[src/rtl/spi_txn_ctrl.sv]
// spi_txn_ctrl: frames one register access (command, address, data bytes)
// under chip select. It drives the SPI byte engine one byte at a time and
// returns the read data plus a completion/timeout status to the requester.
module spi_txn_ctrl #(
  parameter int unsigned MAX_BYTES = 4,
  parameter int unsigned SETUP_CYC = 2,
  parameter int unsigned HOLD_CYC  = 2,
  parameter int unsigned GAP_CYC   = 4,
  parameter int unsigned TIMEOUT   = 1024,
  parameter logic [7:0]  CMD_RD    = 8'h0B,
  parameter logic [7:0]  CMD_WR    = 8'h0A
) (
  input  logic                   clk,
  input  logic                   rst,
  input  logic                   req,
  input  logic                   rw,
  input  logic [7:0]             addr,
  input  logic [2:0]             nbytes,
  input  logic [8*MAX_BYTES-1:0] wdata,
  output logic                   ready,
  output logic                   rsp_valid,
  output logic                   rsp_err,
  output logic [8*MAX_BYTES-1:0] rdata,
  output logic                   cs_n,
  output logic                   byte_start,
  output logic [7:0]             byte_tx,
  input  logic                   byte_done,
  input  logic [7:0]             byte_rx
);

  localparam int          NB         = int'(MAX_BYTES);
  localparam int          DW         = 8 * NB;
  // nbytes is only 3 bits wide, so the usable data count never exceeds 7.
  localparam logic [3:0]  MAX_N      = (NB > 7) ? 4'd7 : 4'(NB);
  localparam logic [15:0] SETUP_LAST = 16'(SETUP_CYC - 1);
  localparam logic [15:0] HOLD_LAST  = 16'(HOLD_CYC - 1);
  localparam logic [15:0] GAP_LAST   = 16'(GAP_CYC - 1);
  localparam logic [15:0] TO_LAST    = 16'(TIMEOUT - 1);

  typedef enum logic [2:0] {S_IDLE, S_SETUP, S_SEND, S_WAIT, S_HOLD, S_GAP} state_e;

  state_e          state_q, state_d;
  logic [15:0]     cnt_q, cnt_d, cnt_inc;
  logic [3:0]      idx_q, idx_d;
  logic            err_q, err_d;
  logic [3:0]      last_q;          // index of the final byte, T-1
  logic [3:0]      n_eff;
  logic            rw_q;
  logic [7:0]      addr_q;
  logic [DW-1:0]   wdata_q;
  logic [DW-1:0]   rdata_q;
  logic            cs_n_q;
  logic            rsp_valid_q;
  logic            rsp_err_q;
  logic            accept;
  logic            hold_done;
  logic            rx_store;

  assign accept    = (state_q == S_IDLE) && req;
  assign hold_done = (state_q == S_HOLD) && (cnt_q == HOLD_LAST);
  assign rx_store  = (state_q == S_WAIT) && byte_done && rw_q && (idx_q >= 4'd2);

  // Effective data byte count: 0 means one byte, oversize requests clamp.
  always_comb begin
    n_eff = {1'b0, nbytes};
    if (nbytes == 3'd0) begin
      n_eff = 4'd1;
    end else if ({1'b0, nbytes} > MAX_N) begin
      n_eff = MAX_N;
    end
  end

  // State register: FSM state, shared phase counter, byte index, error flag.
  always_ff @(posedge clk or posedge rst) begin
    if (rst) begin
      state_q <= S_IDLE;
      cnt_q   <= '0;
      idx_q   <= '0;
      err_q   <= 1'b0;
    end else begin
      // NOTE: sequential state uses non-blocking assignments so every register samples pre-edge values.
      state_q <= state_d;
      cnt_q   <= cnt_d;
      idx_q   <= idx_d;
      err_q   <= err_d;
    end
  end

  // Next-state logic: phase counting, byte sequencing and the done timeout.
  always_comb begin
    // NOTE: every combinational output gets a default first so no path infers a latch.
    state_d = state_q;
    cnt_d   = cnt_q;
    idx_d   = idx_q;
    err_d   = err_q;
    cnt_inc = (cnt_q == 16'hFFFF) ? cnt_q : cnt_q + 16'd1;
    case (state_q)
      S_IDLE: begin
        cnt_d = '0;
        if (req) begin
          state_d = S_SETUP;
          idx_d   = '0;
          err_d   = 1'b0;
        end
      end
      S_SETUP: begin
        if (cnt_q == SETUP_LAST) begin
          state_d = S_SEND;
          cnt_d   = '0;
        end else begin
          cnt_d = cnt_inc;
        end
      end
      S_SEND: begin
        state_d = S_WAIT;
        cnt_d   = '0;
      end
      S_WAIT: begin
        if (byte_done) begin
          cnt_d   = '0;
          idx_d   = idx_q + 4'd1;
          state_d = (idx_q == last_q) ? S_HOLD : S_SEND;
        end else if (cnt_q == TO_LAST) begin
          cnt_d   = '0;
          err_d   = 1'b1;
          state_d = S_HOLD;
        end else begin
          cnt_d = cnt_inc;
        end
      end
      S_HOLD: begin
        if (cnt_q == HOLD_LAST) begin
          state_d = S_GAP;
          cnt_d   = '0;
        end else begin
          cnt_d = cnt_inc;
        end
      end
      S_GAP: begin
        if (cnt_q == GAP_LAST) begin
          state_d = S_IDLE;
          cnt_d   = '0;
        end else begin
          cnt_d = cnt_inc;
        end
      end
      default: begin
        state_d = S_IDLE;
        cnt_d   = '0;
      end
    endcase
  end

  // Request latch, read-data capture, chip select and response registers.
  always_ff @(posedge clk or posedge rst) begin
    if (rst) begin
      rw_q        <= 1'b0;
      addr_q      <= '0;
      wdata_q     <= '0;
      last_q      <= '0;
      rdata_q     <= '0;
      cs_n_q      <= 1'b1;
      rsp_valid_q <= 1'b0;
      rsp_err_q   <= 1'b0;
    end else begin
      rsp_valid_q <= hold_done;
      rsp_err_q   <= hold_done & err_q;
      if (accept) begin
        rw_q    <= rw;
        addr_q  <= addr;
        wdata_q <= wdata;
        last_q  <= n_eff + 4'd1;
        rdata_q <= '0;
        cs_n_q  <= 1'b0;
      end
      if (hold_done) begin
        cs_n_q <= 1'b1;
      end
      if (rx_store) begin
        for (int k = 0; k < NB; k++) begin
          if (idx_q == 4'(k + 2)) begin
            rdata_q[8*k +: 8] <= byte_rx;
          end
        end
      end
    end
  end

  // Outputs decoded from state; byte_tx follows the index while a byte is in flight.
  always_comb begin
    ready      = (state_q == S_IDLE);
    byte_start = (state_q == S_SEND);
    byte_tx    = 8'h00;
    if ((state_q == S_SEND) || (state_q == S_WAIT)) begin
      if (idx_q == 4'd0) begin
        byte_tx = rw_q ? CMD_RD : CMD_WR;
      end else if (idx_q == 4'd1) begin
        byte_tx = addr_q;
      end else if (!rw_q) begin
        for (int k = 0; k < NB; k++) begin
          if (idx_q == 4'(k + 2)) begin
            byte_tx = wdata_q[8*k +: 8];
          end
        end
      end
    end
  end

  assign rsp_valid = rsp_valid_q;
  assign rsp_err   = rsp_err_q;
  assign rdata     = rdata_q;
  assign cs_n      = cs_n_q;

endmodule

[config.mk]
export PLATFORM = sky130hd
export DESIGN_NAME = spi_txn_ctrl
export DESIGN_NICKNAME = d
export VERILOG_FILES = /design/src/rtl/spi_txn_ctrl.sv
export SDC_FILE = /design/constraint.sdc
export NUM_CORES = 1
export LEC_CHECK = 0
export CORE_MARGIN = 1
export CORE_UTILIZATION = 30
export DETAILED_ROUTE_END_ITERATION = 10
export GPL_TIMING_DRIVEN = 1
export PLACE_DENSITY_LB_ADDON = 0.05
export SLEW_MARGIN = 20
export SYNTH_ARGS = -nofsm -noshare
export SYNTH_HDL_FRONTEND = slang
export SYNTH_SLANG_ARGS = --single-unit
[constraint.sdc]
create_clock -name clk -period 4.25 [get_ports clk]
set_input_delay 1.275 -clock clk [delete_from_list [all_inputs] [get_ports clk]]
set_output_delay 1.275 -clock clk [all_outputs]
set_load 0.02 [all_outputs]
==> run metrics, run 1 <==
outcome=finished, final reports clean; startpoint types=register; CTS tree=built; worst hold stages=2; asr flop ratio synth=100%; Worst path slowest cell=clkdlybuf4s50_1; slowest cell delay on critical path=0.63 ns; CP top delay family=buffers and inverters; Die Y=131 um; post-synth cell types=54; cts bufs inserted=9; most common cell after layout, fill and taps aside=nand2_1; r2r setup slk=2.00 ns; vias per cell=4.79; row cnt=46; WHS Endpoint=addr_q[5]$_DFFE_PP0P_; fin crit period=4.02 ns; Most used DFF post-synth=dfrtp_1; total power=3.29 mW; required time of the critical path=2.97 ns; CTS Buffer Depth=2; Pre-antenna DRT Iters=4; Crit Path Category=register to output pin; Final #Nets=727; Max-slew headroom=43.9%; first-pass GRT wire length=22800 um; Achievable Freq=249 MHz; Place WS=0.394 ns; Worst-path clk slew=0.07 ns; routability-driven placement congestion ratio=0.844; max-cap violations=0; initial antenna violation count=0; num ports=101; CTS Root Cell=clkbuf_16; die width=131 um; Seq/Total Area, Yosys=52.0%; hold path start=addr_q[5]$_DFFE_PP0P_; ratio of final minimum period to clock period=94.6%; Synth area leader=dfrtp_1; diode count=0; depth of the most critical reg-to-reg path=4; layout cells sized above 1=6.43%; GR Overflow Total=0; WP buf/inv=2; all-layer global routing usage=16.8%; Starting Density=31.1%; final hold violation count=0; Post-Syn Nets=637; pwr dens=505 nW/um^2; CTS H-Tree Depth=3; WL final=13600 um; peak supply drop=0.396 mV; critical path, cell by cell=inv_1, ha_1, nand2_1, nor3_2, a32oi_1, a21oi_1, clkdlybuf4s50_1; highest-count cells in the layout ignoring fill and taps=nand2_1 (218), dfrtp_1 (103), clkdlybuf4s50_1 (100); CP max FO=10; Hold Path Class=register to register; final worst slack=0.228 ns; cts repair resizes=0; post-detailed-route wirelength per cell=15.4 um; setup TNS=0 ns; Vias=4236; post-route antenna net violation count=0; Core Area=16100 um^2; Pleak=2.83 nW; Avg Inst Size Synth=8.73 um^2; #FFs+latches synth=104; post-synthesis instance area=5010 um^2; Final HPWL DP=9620 um; RR Endpoint=last_q[3]$_DFFE_PP0P_; largest net degree at the start of global routing=47; Final Setup Violations=0; DRT iter0 DRCs=277; Setup Skew=0.00908 ns; Syn Inst Count=574; Worst Tran Pin Value=0.839 ns; worst-skew pair later-pin latency=0.35 ns; postcts setup bufs=0; P&R area growth vs syn=30.3%; Area contributors post-synth=dfrtp_1 (51%), nand2_1 (16%), o21ai_0 (3.8%), nor2_1 (2.4%), a21oi_1 (1.9%); RSZ-0062 raised after global routing=no; Post-synth EDFFs=0; detailed-route DRC error count=0; Max Slew Vio Count=0; Yosys top cell area share=51.4%; Post-CTS Hold Buffers=0; CP Data Arrival Time=2.75 ns; die area=17200 um^2; vias in the first global route=4262; R2R Path Start=state_q[0]$_DFFE_PP0P_; Worst setup EP type=output pin; # clock sinks=104; Ys Warns=0; PortBufs=100
worst min-delay path: stages, from the launching register on:
cell,delay (ns)
dfrtp_1,0.35
nand2_1,0.05
nand2_1,0.06
stage by stage:
step / hold slack [ns] / util (%) / cells / area [um^2]
global placement: 0.471 / 38.5 / 869 / 6210
global route: 0.507 / 40.5 / 885 / 6530
floorplan: 0.445 / - / 574 / 5010
CTS: 0.487 / 40.4 / 885 / 6520
detailed placement: 0.469 / 38.5 / 869 / 6210
finish: 0.490 / 40.5 / 885 / 6530
synth_stat cells, drive strengths merged (2+ instances only):
library cell / number
nor2: 32
nand2b: 2
or3: 2
nor3b: 4
inv: 6
and4: 2
a32oi: 4
a22oi: 7
a31oi: 6
o2bb2ai: 6
a221oi: 2
a21oi: 19
and2: 4
nor3: 15
buf: 17
nor2b: 5
xor2: 7
nor4: 4
xnor2: 8
nand3: 11
dfrtp: 103
o21ai: 39
nand2: 219
nand4: 6
a211oi: 5
a32o: 3
ha: 7
clkbuf: 13
a21o: 2
cell families (layout without fill, tap and decap cells):
| logic type | after synthesis | after routing | synth area share (%) |
|---|---|---|---|
| fa+ha+maj | 7 | 7 | 1.75 |
| simple gates | 310 | 310 | 26.9 |
| mux | 2 | 2 | 0.499 |
| flops | 104 | 104 | 52.0 |
| compound gates | 100 | 100 | 12.7 |
| buf+inv | 36 | 131 | 3.55 |
| xor+xnor | 15 | 15 | 2.62 |
power breakdown:
part / total [mW] / switching [mW] / internal, mW
logic: 0.967 / 0.575 / 0.392
clock network: 0.857 / 0.389 / 0.468
registers: 1.47 / 0.245 / 1.23
metal layers:
layer | vias up | share of wire, % | GRT usage, %
met2 | 112 | 43 | 24.6
met5 | - | 0 | 0
li1 | 2104 | - | -
met1 | 2007 | 50 | 24.2
met3 | 13 | 5.1 | 4.01
met4 | 0 | 1.5 | 5.42
area by class of cell:
cell class / count / area [um^2]
clock buffers: 10 / 229
clock inverters: 6 / 77.6
well taps: 216 / 270
fillers: 1650 / 9590
inverters: 6 / 25.0
flip-flops and latches: 104 / 2600
multi-input cells: 434 / 2240
repair buffers: 109 / 1080
state kept, by name (all words and copies together) (netlist names):
signal and flops:
last_q 4, rdata 32, err_q 1, rw_q 1
addr_q 8, rsp_err 1, cs_n 1, idx_q 4
cnt_q 16, state_q 3, rsp_valid 1, wdata_q 32
how the worst max path moves through the flow:
| stage | from | end | slack [ns] | cells after the start |
|---|---|---|---|---|
| floorplan | rst | addr_q[0]$_DFFE_PP0P_ | 0.24 | 1 |
| global placement | idx_q[1]$_DFFE_PP0P_ | byte_tx[1] | 0.51 | 7 |
| detailed placement | idx_q[1]$_DFFE_PP0P_ | byte_tx[1] | 0.39 | 7 |
| CTS | idx_q[1]$_DFFE_PP0P_ | byte_tx[1] | 0.008 | 7 |
| global route | idx_q[1]$_DFFE_PP0P_ | byte_tx[5] | 0.03 | 7 |
| finish | idx_q[1]$_DFFE_PP0P_ | byte_tx[4] | 0.23 | 7 |
(Power assumes the default switching activity.)
==> run 2: changes to the inputs <==
Settings changed: CAP_MARGIN from default to 20, CELL_PAD_IN_SITES_DETAIL_PLACEMENT from default to 0, CELL_PAD_IN_SITES_GLOBAL_PLACEMENT from default to 1.
Clock period 4.25 ns to 4.3 ns, I/O delays scaled along.
==> run 2 against run 1 <==
Effect of this change: first-iteration DRC count fell by 27%; die area did not move; critical path depth rose by 1; non-clock buffer count rose by 2; wire length rose by 2.3%; combinational power barely moved; clock power rose by 0.7%; via count fell by 1.1%; sequential share of layout area barely moved; clock skew fell by 0.0033 ns; global-route usage fell by 0.074 points; sequential cell count did not move; critical path type unchanged; largest power group unchanged.
==> run metrics, run 2 (same netlist as run 1, synthesis figures left out) <==
Final #Nets=729 (was 727); CP max FO=10 (unchanged); Max-slew headroom=45.4% (was 43.9%); layout cells sized above 1=6.71% (was 6.43%); initial antenna violation count=0 (unchanged); Worst setup EP type=output pin (unchanged); Worst-path clk slew=0.08 ns (was 0.07 ns); depth of the most critical reg-to-reg path=4 (unchanged); GR Overflow Total=0 (unchanged); highest-count cells in the layout ignoring fill and taps=nand2_1 (218), dfrtp_1 (103), clkdlybuf4s50_1 (100) (unchanged); # clock sinks=104 (unchanged); FF+latch area=2600 um^2 (unchanged); row cnt=46 (unchanged); postcts setup bufs=0 (unchanged); R2R Path Start=state_q[0]$_DFFE_PP0P_ (unchanged); post-route antenna net violation count=0 (unchanged); Final Setup Violations=0 (unchanged); routability-driven placement congestion ratio=0.799 (was 0.844); WHS Endpoint=wdata_q[25]$_DFFE_PP0P_ (was addr_q[5]$_DFFE_PP0P_); placed insts=871 (was 869); Worst Tran Pin Value=0.817 ns (was 0.839 ns); r2r setup slk=2.06 ns (was 2.00 ns); Hold Path Class=register to register (unchanged); detailed-route DRC error count=0 (unchanged); most common cell after layout, fill and taps aside=nand2_1 (unchanged); Final HPWL DP=9850 um (was 9620 um); startpoint types=register (unchanged); vias per cell=4.72 (was 4.79); max-cap violations=0 (unchanged); fin crit period=4.08 ns; pwr dens=502 nW/um^2 (was 505 nW/um^2); WL final=13900 um (was 13600 um); diode count=0 (unchanged); total power=3.28 mW (was 3.29 mW); Setup Skew=0.00581 ns (was 0.00908 ns); Core Area=16100 um^2 (unchanged); Place WS=0.515 ns (was 0.394 ns); required time of the critical path=3.01 ns (was 2.97 ns); CTS Root Cell=clkbuf_16 (unchanged); RSZ-0062 raised after global routing=no (unchanged); CTS H-Tree Depth=3 (unchanged); setup TNS=0 ns (unchanged); hold path start=wdata_q[25]$_DFFE_PP0P_ (was addr_q[5]$_DFFE_PP0P_); largest net degree at the start of global routing=57 (was 47); outcome=finished, final reports clean (unchanged); final worst slack=0.217 ns (was 0.228 ns); Post-Layout Cell Count=887 (was 885); DRT iter0 DRCs=201 (was 277); ratio of final minimum period to clock period=95.0%; peak supply drop=0.313 mV (was 0.396 mV); cts bufs inserted=9 (unchanged); CTS tree=built (unchanged); PortBufs=100 (unchanged); RR Endpoint=last_q[3]$_DFFE_PP0P_ (unchanged); Max Slew Vio Count=0 (unchanged); Vias=4191 (was 4236); Crit Path Category=register to output pin (unchanged); Die Y=131 um (unchanged); vias in the first global route=4039 (was 4262); Pleak=2.84 nW (was 2.83 nW); die area=17200 um^2 (unchanged); P&R area growth vs syn=30.4% (was 30.3%); post-detailed-route wirelength per cell=15.7 um (was 15.4 um); Pre-antenna DRT Iters=7 (was 4); CP Data Arrival Time=2.79 ns (was 2.75 ns); fillers=1658 (was 1650); num ports=101 (unchanged); first-pass GRT wire length=22500 um (was 22800 um); Starting Density=31.1% (unchanged); Multi-input gate area=2240 um^2 (about the same); final hold violation count=0 (unchanged); all-layer global routing usage=16.8% (about the same); die width=131 um (unchanged); Achievable Freq=245 MHz; CTS Buffer Depth=2 (unchanged); worst hold stages=2 (unchanged); worst-skew pair later-pin latency=0.36 ns (was 0.35 ns)
## run 2: area by class of cell
| class | count | area share, % |
|---|---|---|
| Inverter | 6 | 0.383 |
| Timing Repair Buffer | 111 | 16.8 |
| Clock buffer | 9 | 3.45 |
| Sequential cell | 104 | 39.8 |
| Clock inverter | 7 | 1.21 |
| Multi-Input combinational cell | 434 | 34.2 |
| Tap cell | 216 | 4.14 |
## run 2: critical path, stage by stage, from the launching register on
cell and delay, ns:
dfrtp_1 0.45, inv_1 0.12, ha_1 0.39, nand2_1 0.19, nor3_1 0.19, buf_4 0.18
a32oi_1 0.05, a21oi_1 0.21, clkdlybuf4s50_1 0.64
## run 2: where the power goes
| part | leakage (nW) | internal [mW] | switching, mW |
|---|---|---|---|
| Clock | 0.150 | 0.460 | 0.402 |
| Sequential | 1.38 | 1.21 | 0.239 |
| Combinational | 1.31 | 0.391 | 0.574 |
| Total | 2.84 | 2.06 | 1.22 |
## run 2: worst max-delay path by stage
stage | startpoint | endpoint | slack (ns)
3_5_place_dp | idx_q[0]$_DFFE_PP0P_ | byte_tx[7] | 0.51
3_3_place_gp | idx_q[0]$_DFFE_PP0P_ | byte_tx[7] | 0.54
6_report | idx_q[1]$_DFFE_PP0P_ | byte_tx[7] | 0.22
5_1_grt | idx_q[1]$_DFFE_PP0P_ | byte_tx[7] | 0.02
2_1_floorplan | rst | addr_q[0]$_DFFE_PP0P_ | 0.28
4_1_cts | idx_q[0]$_DFFE_PP0P_ | byte_tx[7] | 0.10
## run 2: per-layer routing
metal,vias up,track usage (%),routed length [um]
li1,2113,-,-
met1,1981,24.8,7300
met2,88,24.0,5840
met3,9,4.40,663
met4,0,4.12,123
met5,-,0,0
## run 2: per-stage QoR
stage / hold slack [ns] / utilization [%] / instance area (um^2)
after floorplan: 0.445 / - / 5010
after global routing: 0.513 / 40.6 / 6540
final: 0.488 / 40.6 / 6540
after global placement: 0.478 / 38.6 / 6230
after CTS: 0.488 / 40.5 / 6530
after detailed placement: 0.468 / 38.6 / 6230
## run 2: repair_timing
action / 4_1_cts / 5_1_grt
hold buffers: 0 / 0
hold endpoints to repair: 0 / 0
gates resized for setup: 0 / 2
setup endpoints to repair: 0 / 4
